$ cat config.mk
export PLATFORM = sky130hd
export DESIGN_NAME = mem_bist
export DESIGN_NICKNAME = d
export VERILOG_FILES = /design/src/rtl/mem_bist.sv
export SDC_FILE = /design/constraint.sdc
export NUM_CORES = 1
export LEC_CHECK = 0
export ABC_CLOCK_PERIOD_IN_PS = 5800
export CORE_ASPECT_RATIO = 1.25
export CORE_MARGIN = 5
export CORE_UTILIZATION = 45
export DETAILED_ROUTE_END_ITERATION = 8
export HOLD_SLACK_MARGIN = 0.15
export PLACE_DENSITY = 0.65
export SETUP_SLACK_MARGIN = 0.5
export SYNTH_ARGS = -nofsm -noshare
export SYNTH_HDL_FRONTEND = slang
export SYNTH_SLANG_ARGS = --single-unit
$ cat constraint.sdc
create_clock -name clk -period 5.8 [get_ports clk]
set_input_delay 0.58 -clock clk [delete_from_list [all_inputs] [get_ports clk]]
set_output_delay 0.58 -clock clk [all_outputs]
set_load 0.03 [all_outputs]
$ cat src/rtl/mem_bist.sv
// mem_bist: memory built-in self-test engine.
// Writes a programmable range of words with a selectable pattern, then reads the
// range back and compares it. Reports pass/fail, a saturating mismatch count,
// the first mismatch, and a read-timeout flag. One command at most every two
// cycles and a single outstanding read.
module mem_bist #(
  parameter int          ADDR_W        = 26,
  parameter int          DATA_W        = 32,
  parameter int          ADDR_STEP     = 4,
  parameter logic [1:0]  WIDTH_CODE    = 2'b11,
  parameter logic [31:0] FIXED_PATTERN = 32'h0123ABCD,
  parameter logic [31:0] LFSR_SEED     = 32'hACE1_0001,
  parameter int          TIMEOUT       = 1024
) (
  input  logic              clk,
  input  logic              rst,
  input  logic              start,
  input  logic [1:0]        mode,
  input  logic [ADDR_W-1:0] base_addr,
  input  logic [15:0]       word_count,
  output logic              busy,
  output logic              done,
  output logic              passed,
  output logic              failed,
  output logic              timeout,
  output logic [15:0]       err_count,
  output logic [ADDR_W-1:0] first_err_addr,
  output logic [DATA_W-1:0] first_err_exp,
  output logic [DATA_W-1:0] first_err_got,
  input  logic              mem_rd_ready,
  input  logic              mem_wr_ready,
  output logic              mem_rd,
  output logic              mem_wr,
  output logic [ADDR_W-1:0] mem_addr,
  output logic [DATA_W-1:0] mem_wr_data,
  output logic [1:0]        mem_data_width,
  input  logic [DATA_W-1:0] mem_rd_data,
  input  logic              mem_rd_valid
);

  typedef enum logic [2:0] {
    S_IDLE     = 3'd0,
    S_WR_ISSUE = 3'd1,
    S_WR_GAP   = 3'd2,
    S_RD_ISSUE = 3'd3,
    S_RD_GAP   = 3'd4,
    S_RD_WAIT  = 3'd5,
    S_DONE     = 3'd6
  } state_t;

  localparam logic [31:0]       LFSR_POLY = 32'h8020_0003;
  localparam logic [ADDR_W-1:0] STEP      = ADDR_W'(ADDR_STEP);
  localparam logic [31:0]       TO_LAST   = 32'(TIMEOUT - 1);
  localparam logic [DATA_W-1:0] WALK_INIT = {{(DATA_W-1){1'b0}}, 1'b1};
  localparam int                AW_MIN    = (ADDR_W < DATA_W) ? ADDR_W : DATA_W;

  // One step of the 32-bit right-shifting Galois LFSR.
  function automatic logic [31:0] lfsr_step(input logic [31:0] v);
    return {1'b0, v[31:1]} ^ ({32{v[0]}} & LFSR_POLY);
  endfunction

  state_t            state_r, state_nx_s;
  logic [1:0]        mode_r;
  logic [ADDR_W-1:0] base_r;
  logic [15:0]       count_r;
  logic [16:0]       idx_r;
  logic [ADDR_W-1:0] cur_addr_r;
  logic [31:0]       lfsr_r;
  logic [DATA_W-1:0] walk_r;
  logic              hold_valid_r;
  logic [DATA_W-1:0] hold_data_r;
  logic [31:0]       tcnt_r;

  logic              accept_s, wr_fire_s, rd_fire_s, wr_last_s, rd_last_s;
  logic              rd_avail_s, cmp_s, rd_to_s, mismatch_s;
  logic [DATA_W-1:0] pat_s, rd_word_s;
  logic [15:0]       err_next_s;

  assign mem_data_width = WIDTH_CODE;

  // Pattern for the current word index.
  always_comb begin
    pat_s = {DATA_W{1'b0}};
    case (mode_r)
      2'd0: pat_s = FIXED_PATTERN[DATA_W-1:0];
      2'd1: pat_s[AW_MIN-1:0] = cur_addr_r[AW_MIN-1:0];
      2'd2: pat_s = walk_r;
      2'd3: pat_s = lfsr_r[DATA_W-1:0];
      default: pat_s = {DATA_W{1'b0}};
    endcase
  end

  // Per-cycle strobes: command issue, compare, timeout and mismatch bookkeeping.
  always_comb begin
    accept_s   = ((state_r == S_IDLE) || (state_r == S_DONE)) && start;
    wr_fire_s  = (state_r == S_WR_ISSUE) && mem_wr_ready;
    rd_fire_s  = (state_r == S_RD_ISSUE) && mem_rd_ready;
    wr_last_s  = (idx_r == {1'b0, count_r});
    rd_last_s  = ((idx_r + 17'd1) == {1'b0, count_r});
    rd_avail_s = hold_valid_r || mem_rd_valid;
    // data captured during RD_GAP takes precedence over the live bus
    rd_word_s  = hold_valid_r ? hold_data_r : mem_rd_data;
    cmp_s      = (state_r == S_RD_WAIT) && rd_avail_s;
    rd_to_s    = (state_r == S_RD_WAIT) && !rd_avail_s && (tcnt_r == TO_LAST);
    mismatch_s = cmp_s && (rd_word_s != pat_s);
    if (mismatch_s && (err_count != 16'hFFFF)) begin
      err_next_s = err_count + 16'd1;
    end else begin
      err_next_s = err_count;
    end
  end

  // Next-state selection.
  always_comb begin
    state_nx_s = state_r;
    case (state_r)
      S_IDLE, S_DONE: begin
        if (start) begin
          state_nx_s = (word_count == 16'd0) ? S_DONE : S_WR_ISSUE;
        end else begin
          state_nx_s = state_r;
        end
      end
      S_WR_ISSUE: state_nx_s = mem_wr_ready ? S_WR_GAP : S_WR_ISSUE;
      S_WR_GAP:   state_nx_s = wr_last_s ? S_RD_ISSUE : S_WR_ISSUE;
      S_RD_ISSUE: state_nx_s = mem_rd_ready ? S_RD_GAP : S_RD_ISSUE;
      S_RD_GAP:   state_nx_s = S_RD_WAIT;
      S_RD_WAIT: begin
        if (cmp_s) begin
          state_nx_s = rd_last_s ? S_DONE : S_RD_ISSUE;
        end else if (rd_to_s) begin
          state_nx_s = S_DONE;
        end else begin
          state_nx_s = S_RD_WAIT;
        end
      end
      default: state_nx_s = S_IDLE;
    endcase
  end

  // State register.
  always_ff @(posedge clk) begin
    if (rst) begin
      state_r <= S_IDLE;
    end else begin
      state_r <= state_nx_s;
    end
  end

  // Registered outputs, word walker and result capture.
  always_ff @(posedge clk) begin
    if (rst) begin
      busy           <= 1'b0;
      done           <= 1'b0;
      passed         <= 1'b0;
      failed         <= 1'b0;
      timeout        <= 1'b0;
      err_count      <= 16'd0;
      first_err_addr <= {ADDR_W{1'b0}};
      first_err_exp  <= {DATA_W{1'b0}};
      first_err_got  <= {DATA_W{1'b0}};
      mem_rd         <= 1'b0;
      mem_wr         <= 1'b0;
      mem_addr       <= {ADDR_W{1'b0}};
      mem_wr_data    <= {DATA_W{1'b0}};
      mode_r         <= 2'd0;
      base_r         <= {ADDR_W{1'b0}};
      count_r        <= 16'd0;
      idx_r          <= 17'd0;
      cur_addr_r     <= {ADDR_W{1'b0}};
      lfsr_r         <= LFSR_SEED;
      walk_r         <= WALK_INIT;
      hold_valid_r   <= 1'b0;
      hold_data_r    <= {DATA_W{1'b0}};
      tcnt_r         <= 32'd0;
    end else begin
      mem_wr <= wr_fire_s;
      mem_rd <= rd_fire_s;
      busy   <= (state_nx_s != S_IDLE) && (state_nx_s != S_DONE);
      done   <= (state_nx_s == S_DONE);
      if (accept_s) begin
        mode_r         <= mode;
        base_r         <= base_addr;
        count_r        <= word_count;
        idx_r          <= 17'd0;
        cur_addr_r     <= base_addr;
        lfsr_r         <= LFSR_SEED;
        walk_r         <= WALK_INIT;
        err_count      <= 16'd0;
        first_err_addr <= {ADDR_W{1'b0}};
        first_err_exp  <= {DATA_W{1'b0}};
        first_err_got  <= {DATA_W{1'b0}};
        timeout        <= 1'b0;
        hold_valid_r   <= 1'b0;
        // an empty range passes immediately without touching memory
        passed         <= (word_count == 16'd0);
        failed         <= 1'b0;
      end else begin
        case (state_r)
          S_WR_ISSUE: begin
            if (wr_fire_s) begin
              mem_addr    <= cur_addr_r;
              mem_wr_data <= pat_s;
              idx_r       <= idx_r + 17'd1;
              cur_addr_r  <= cur_addr_r + STEP;
              lfsr_r      <= lfsr_step(lfsr_r);
              walk_r      <= {walk_r[DATA_W-2:0], walk_r[DATA_W-1]};
            end
          end
          S_WR_GAP: begin
            // rewind the walker so the read pass regenerates the same sequence
            if (wr_last_s) begin
              idx_r      <= 17'd0;
              cur_addr_r <= base_r;
              lfsr_r     <= LFSR_SEED;
              walk_r     <= WALK_INIT;
            end
          end
          S_RD_ISSUE: begin
            if (rd_fire_s) begin
              mem_addr     <= cur_addr_r;
              tcnt_r       <= 32'd0;
              hold_valid_r <= 1'b0;
            end
          end
          S_RD_GAP: begin
            tcnt_r <= tcnt_r + 32'd1;
            if (mem_rd_valid) begin
              hold_valid_r <= 1'b1;
              hold_data_r  <= mem_rd_data;
            end
          end
          S_RD_WAIT: begin
            if (cmp_s) begin
              hold_valid_r <= 1'b0;
              err_count    <= err_next_s;
              if (mismatch_s && (err_count == 16'd0)) begin
                first_err_addr <= cur_addr_r;
                first_err_exp  <= pat_s;
                first_err_got  <= rd_word_s;
              end
              idx_r      <= idx_r + 17'd1;
              cur_addr_r <= cur_addr_r + STEP;
              lfsr_r     <= lfsr_step(lfsr_r);
              walk_r     <= {walk_r[DATA_W-2:0], walk_r[DATA_W-1]};
              if (rd_last_s) begin
                passed <= (err_next_s == 16'd0) && !timeout;
                failed <= !((err_next_s == 16'd0) && !timeout);
              end
            end else if (rd_to_s) begin
              timeout <= 1'b1;
              passed  <= 1'b0;
              failed  <= 1'b1;
            end else begin
              tcnt_r <= tcnt_r + 32'd1;
            end
          end
          default: begin
          end
        endcase
      end
    end
  end

endmodule

==> impl_metrics.ini, run 1 <==
[floorplanning]
start_util_pct = 45.5
die_area_sq_um = 44600
num_rows = 82
core_sq_um = 40000
dieHeight_um = 235
io_pins = 255
die_w_um = 190

[critical_path]
path_class = flip-flop to flip-flop
required_ps = 6200
cp_top_family = simple AND/OR/NAND/NOR gates
cp-end-kind = flip-flop
crit_top_cell = mux2i_1
crit_slowest_cell = a2bb2oi_1
crit_chain = buf_4 -> mux2i_1 -> a2bb2oi_1 -> xor2_1 -> nand3_1 -> nor4_2 -> and2_1 -> nor3_2 -> buf_12 -> mux2i_1 -> nor2_1
crit_fanout = 94
cp-start-kind = flip-flop
critPathArrivalTime_ps = 4640
path_buf_inv = 2
cpPeakStageDelay_ps = 680

[cts]
clock_path_buffers = 3
cts_resized = 0
clockRootBuffer = clkbuf_16
clock-sinks = 390
clock_latency_ps = 560
ctsHoldBuffers = 0
numCtsBuffers = 42
post_cts_buffers = 0
path_clk_slew_ps = 60
htree_levels = 2
cts_tree = done

[timing]
max_clock_freq_mhz = 236
rsz0062_at_grt = false
fin_crit_ps = 4240
worst_pin_slew_ps = 1190
hold_violations = 0
slew_viol_final = 0
slew_headroom_pct = 19.8
setup_viol = 0
timing.final.crit_share_pct = 73.1
finalSetupTns_ps = 0
final.setup_skew_ps = 25.2

[routing]
via_count = 16500
wl_per_cell_um = 19.9
routed_wl_mm = 58.2
postRouteAntennaNets = 0
drt_iter0_drc = 1102
drc_errors = 0
vias_per_cell = 5.63
drt-pass1-iter-count = 5

[pwr]
p_sw_share_pct = 26.3
switchingPower_mw = 1.64
power.leakage_nw = 7.38
powerDensity_nw_per_um2 = 280
peakVddDrop_v = 0.000196
clockPowerShare_pct = 43.4
combPwrFrac_pct = 10.9
p_int_mw = 4.59
seq_power_share_pct = 45.7

[hold_path]
hold_path_class = flip-flop to flip-flop

[cells_and_area]
synthToLayoutAreaGrowth_pct = 22.1
final_nets = 2481
antennaDiodeCount = 0
drive_above_1_share_pct = 5.54
fill_cells = 3708
final_area_sq_um = 22200

[synthesis]
synth_top_area_share_pct = 42.9
synth_area_leaders = dfxtp_1, nand2_1, mux2i_1
synth_edf_count = 0
synth_seq_cells = 390
syn_area_per_cell_sq_um = 8.10
synth_area_sq_um = 18200
synth_seq_area_share_pct = 42.9
synthCells = 2245
ys.warnings.count = 0
yosys_most_used_dff = dfxtp_1
async_flop_share_pct = 0
yosysTopAreaCell = dfxtp_1
synth_cell_types = 73

[place]
placed_cell_area_sq_um = 20800
hpwlAfterDp_mm = 41.5
gp_congestion = 0.918
place.port_buffers = 252

[global_routing]
grt_max_degree = 95
grt_pass1_vias = 15800
antenna_found_initial = 0
grt_first_pass_wirelength_mm = 89.7
track_usage_pct = 24.8
grt_overflow = 0

[flow_run]
max_cap_viol_count = 0

[run_status]
status = finished, final reports clean
power groups by stage:
stage               logic [mW]  clock network (mW)  registers [mW]
floorplan                0.418                   0            2.88
global placement         0.672                   0            2.90
detailed placement       0.677                   0            2.90
CTS                      0.681                2.76            2.84
global route             0.731                2.86            2.85
finish                   0.678                2.71            2.84
layout by cell type (no fill, tap or decap), types with 36 or more instances in the layout:
| master | synthesis | layout |
|---|---|---|
| a21oi_1 | 235 | 235 |
| clkbuf_16 | 0 | 43 |
| clkdlybuf4s50_1 | 0 | 251 |
| dfxtp_1 | 390 | 387 |
| inv_1 | 37 | 37 |
| mux2i_1 | 141 | 141 |
| nand2_1 | 429 | 428 |
| nand3_1 | 112 | 112 |
| nor2_1 | 180 | 179 |
| nor3_1 | 38 | 36 |
| xnor2_1 | 43 | 43 |
| xor2_1 | 63 | 63 |
worst min-delay path, delay by kind of cell (launching register included):
kind               cells  cell delay [ps]
AOI/OAI and AO/OA      1               50
and+or+nand+nor        1               50
DFF                    1              300
layout make-up:
cell class              instances  area [sq um]  area share [%]
clock buffers                  55          1180            5.32
flip-flops and latches        390          7810            35.2
inverters                      38           143           0.642
repair buffers                272          2680            12.1
multi-input cells            1650          9580            43.1
well taps                     504           631            2.84
clock inverters                13           194           0.873
cell families after synthesis:
| kind of cell | Yosys count | share of synthesized area [%] |
|---|---|---|
| AND/OR/NAND/NOR | 972 | 24.8 |
| adder cells (fa/ha/maj) | 5 | 0.344 |
| AO/OA/AOI/OAI | 403 | 13.1 |
| buffers and inverters | 206 | 4.74 |
| other | 1 | 0.0206 |
| XOR/XNOR | 106 | 5.10 |
| multiplexers | 162 | 9.06 |
| flip-flops | 390 | 42.9 |
state kept, by name (all words and copies together) (netlist names), 26 cells and up:
signal          flops
cur_addr_r         26
lfsr_r             32
walk_r             32
first_err_exp      32
tcnt_r             32
mem_addr           26
mem_wr_data        32
base_r             26
hold_data_r        32
first_err_addr     26
first_err_got      32
stage by stage:
stage,setup WS [ps],instances,hold WS [ps],total power [mW],utilization [%]
after floorplan,2890,2246,432,3.30,-
after global placement,1620,2854,438,3.57,52.1
after detailed placement,1690,2854,445,3.58,52.1
after CTS,1650,2922,444,6.28,55.5
after global routing,1400,2922,469,6.44,55.5
final,1560,2922,452,6.23,55.5
worst paths after layout:
kind | start | slack (ps) | depth (start not counted) | endpoint
worst max-delay path | mode_r[1]$_SDFFE_PP0P_ | 1560 | 11 | first_err_addr[18]$_SDFFE_PP0P_
worst max register to register | mode_r[1]$_SDFFE_PP0P_ | 1560 | 11 | first_err_addr[18]$_SDFFE_PP0P_
worst min-delay path | mem_wr_data[2]$_SDFFE_PP0P_ | 450 | 2 | mem_wr_data[2]$_SDFFE_PP0P_
worst min register to register | mem_wr_data[2]$_SDFFE_PP0P_ | 450 | 2 | mem_wr_data[2]$_SDFFE_PP0P_
metal layers:
| metal | vias up | GRT usage, % | share of wire (%) |
|---|---|---|---|
| met5 | - | 0 | 0 |
| met4 | 0 | 8.55 | 3.6 |
| met3 | 114 | 3.41 | 4.5 |
| met2 | 491 | 44.2 | 50 |
| met1 | 7824 | 30.6 | 41 |
| li1 | 8026 | - | - |
cell usage after synthesis (all sizes together) (39+ instances only):
cell,number
xor2,63
xnor2,43
clkbuf,126
nand2,430
mux2i,141
nor2,180
nor3,39
dfxtp,390
buf,42
a21oi,238
nand3,112
No activity file was read; power rests on OpenSTA's default activity.
==> run 2: changes to the inputs <==
--- a/config.mk
+++ b/config.mk
@@ -5,13 +5,13 @@
 export SDC_FILE = /design/constraint.sdc
 export NUM_CORES = 1
 export LEC_CHECK = 0
-export ABC_CLOCK_PERIOD_IN_PS = 5800
+export ABC_CLOCK_PERIOD_IN_PS = 3800
 export CORE_ASPECT_RATIO = 1.25
 export CORE_MARGIN = 5
 export CORE_UTILIZATION = 45
 export DETAILED_ROUTE_END_ITERATION = 8
 export HOLD_SLACK_MARGIN = 0.15
-export PLACE_DENSITY = 0.65
+export PLACE_DENSITY = 0.67
 export SETUP_SLACK_MARGIN = 0.5
 export SYNTH_ARGS = -nofsm -noshare
 export SYNTH_HDL_FRONTEND = slang
==> constraint.sdc (replaced) <==
create_clock -name clk -period 3.8 [get_ports clk]
set_input_delay 0.38 -clock clk [delete_from_list [all_inputs] [get_ports clk]]
set_output_delay 0.38 -clock clk [all_outputs]
set_load 0.03 [all_outputs]
==> run 2 against run 1 <==
Total power increased by 55%. Wire length down 0.12%. Critical path depth down 1. Flip-flop and latch count stayed put. Worst hold slack lost 170 ps. Critical endpoint is now passed$_SDFFE_PP0P_. Die area unchanged. Fmax rose by 30%. Final cell count up 2.4%. Largest power group unchanged. Clock power up 55%. Utilization up 2.1 points. Sequential share of layout area is 1.3 points lower. Clock skew decreased by 7.6 ps.
==> impl_metrics.ini, run 2 (same netlist as run 1, synthesis figures left out) <==
[global_routing]
track_usage_pct = 24.5
antenna_found_initial = 1
grt_max_degree = 163
grt_pass1_vias = 15900
grt_first_pass_wirelength_mm = 89.5
grt_overflow = 0

[floorplanning]
io_pins = 255
die_area_sq_um = 44600
num_rows = 82
start_util_pct = 45.5
die_w_um = 190
core_sq_um = 40000
dieHeight_um = 235

[cells_and_area]
final_core_utilization_pct = 57.7
ff_latch_area_sq_um = 7820
instances_no_fill = 2991
layout_common_cells = nand2_1, dfxtp_1, clkdlybuf4s50_1
final_nets = 2541
synthToLayoutAreaGrowth_pct = 26.8
final_area_sq_um = 23100
drive_above_1_share_pct = 9.29
final_common_cell = nand2_1
multi_input_area_sq_um = 9790
fill_cells = 3582

[timing]
timing.final.crit_share_pct = 86.0
slew_headroom_pct = 24.0
setup_viol = 0
whs_ps = 279
rsz0062_at_grt = false
hold_violations = 0
max_clock_freq_mhz = 306
final.setup_skew_ps = 17.5
fin_crit_ps = 3270
worst_pin_slew_ps = 1140
slew_viol_final = 0
finalSetupTns_ps = 0

[cts]
clockRootBuffer = clkbuf_16
path_clk_slew_ps = 60
numCtsBuffers = 40
clock_latency_ps = 550
clock-sinks = 390
clock_path_buffers = 3
cts_tree = done
htree_levels = 2

[routing]
via_count = 16900
wl_per_cell_um = 19.4
postRouteAntennaNets = 0
drc_errors = 0
vias_per_cell = 5.64
drt-pass1-iter-count = 5
drt_iter0_drc = 1540
routed_wl_mm = 58.1

[place]
placed_cells = 2904
gp_congestion = 0.939
place.port_buffers = 252
placed_cell_area_sq_um = 21300
hpwlAfterDp_mm = 41.7

[critical_path]
cp_top_family = compound AO/OA/AOI/OAI gates
path_class = flip-flop to flip-flop
crit_fanout = 13
critPathArrivalTime_ps = 3720
cpPeakStageDelay_ps = 430
crit_slowest_cell = dfxtp_4
cp-end-kind = flip-flop
required_ps = 4250
cp-start-kind = flip-flop
crit_chain = buf_12 -> mux2i_1 -> a2bb2oi_2 -> xor2_1 -> nand3_1 -> nor4_4 -> a21oi_2 -> mux2_1 -> a2111o_1 -> o32ai_2
path_buf_inv = 1

[pwr]
power.leakage_nw = 7.85
peakVddDrop_v = 0.000325
powerDensity_nw_per_um2 = 419

[hold_path]
hold_path_class = primary input to flip-flop

[run_status]
status = finished, final reports clean

[flow_run]
max_cap_viol_count = 0
[run 2: cell count changes in the layout (fill, tap and decap cells not counted), sizes merged]
cell and delta:
clkbuf +6, clkinv +1, buf +59, inv +1, diode +1, bufinv +1
[run 2: final cells by class]
type                    count  area share, %
multi-input cells        1650           42.4
well taps                 504           2.73
repair buffers            334           14.2
diodes                      1         0.0108
inverters                  38          0.618
clock buffers              58           5.16
clock inverters            16          0.965
flip-flops and latches    390           33.9
[run 2: worst reg2reg max path: cells and delay by family (launching register included)]
| kind | cells | cell delay [ps] |
|---|---|---|
| AOI/OAI and AO/OA | 4 | 1150 |
| and+or+nand+nor | 2 | 620 |
| muxes | 2 | 440 |
| DFF | 1 | 430 |
| xor gates and xnor gates | 1 | 340 |
| buffers and inverters | 1 | 180 |
[run 2: timing repair]
item / 4_1_cts / 5_1_grt
hold endpoints to repair: 0 / 0
setup buffers: 1 / 9
cloned: 0 / 2
pin swaps: 0 / 5
resized for setup: 6 / 48
hold buffers: 0 / 0
setup endpoints to repair: 56 / 91
[run 2: through the flow]
stage / setup slack (ps) / total power, mW
5_1_grt: 485 / 10.0
3_3_place_gp: 292 / 5.50
3_5_place_dp: 222 / 5.51
2_1_floorplan: 889 / 5.04
6_report: 533 / 9.67
4_1_cts: 439 / 9.70
[run 2: report_power, final]
part           total [mW]  internal (mW)  leakage, nW  switching (mW)
combinational        1.16          0.420         3.99           0.741
sequential           4.30           4.19         3.16           0.112
clock                4.21           2.53        0.697            1.68
[run 2: worst paths after layout]
path / slack (ps) / to / cells after the start / from
worst max-delay path: 530 / passed$_SDFFE_PP0P_ / 10 / mode_r[1]$_SDFFE_PP0P_
worst min-delay path: 280 / mem_rd$_SDFF_PP0_ / 2 / rst
worst min register to register: 450 / base_r[5]$_SDFFE_PP0P_ / 2 / base_r[5]$_SDFFE_PP0P_
worst max register to register: 530 / passed$_SDFFE_PP0P_ / 10 / mode_r[1]$_SDFFE_PP0P_
[run 2: per-layer routing]
| layer | track usage [%] | share of wire, % | routed length (um) |
|---|---|---|---|
| met1 | 31.5 | 42 | 24300 |
| met2 | 41.9 | 49 | 28300 |
| met3 | 2.78 | 5.1 | 2940 |
| met4 | 10.0 | 4.3 | 2530 |
| met5 | 0 | 0 | 0 |
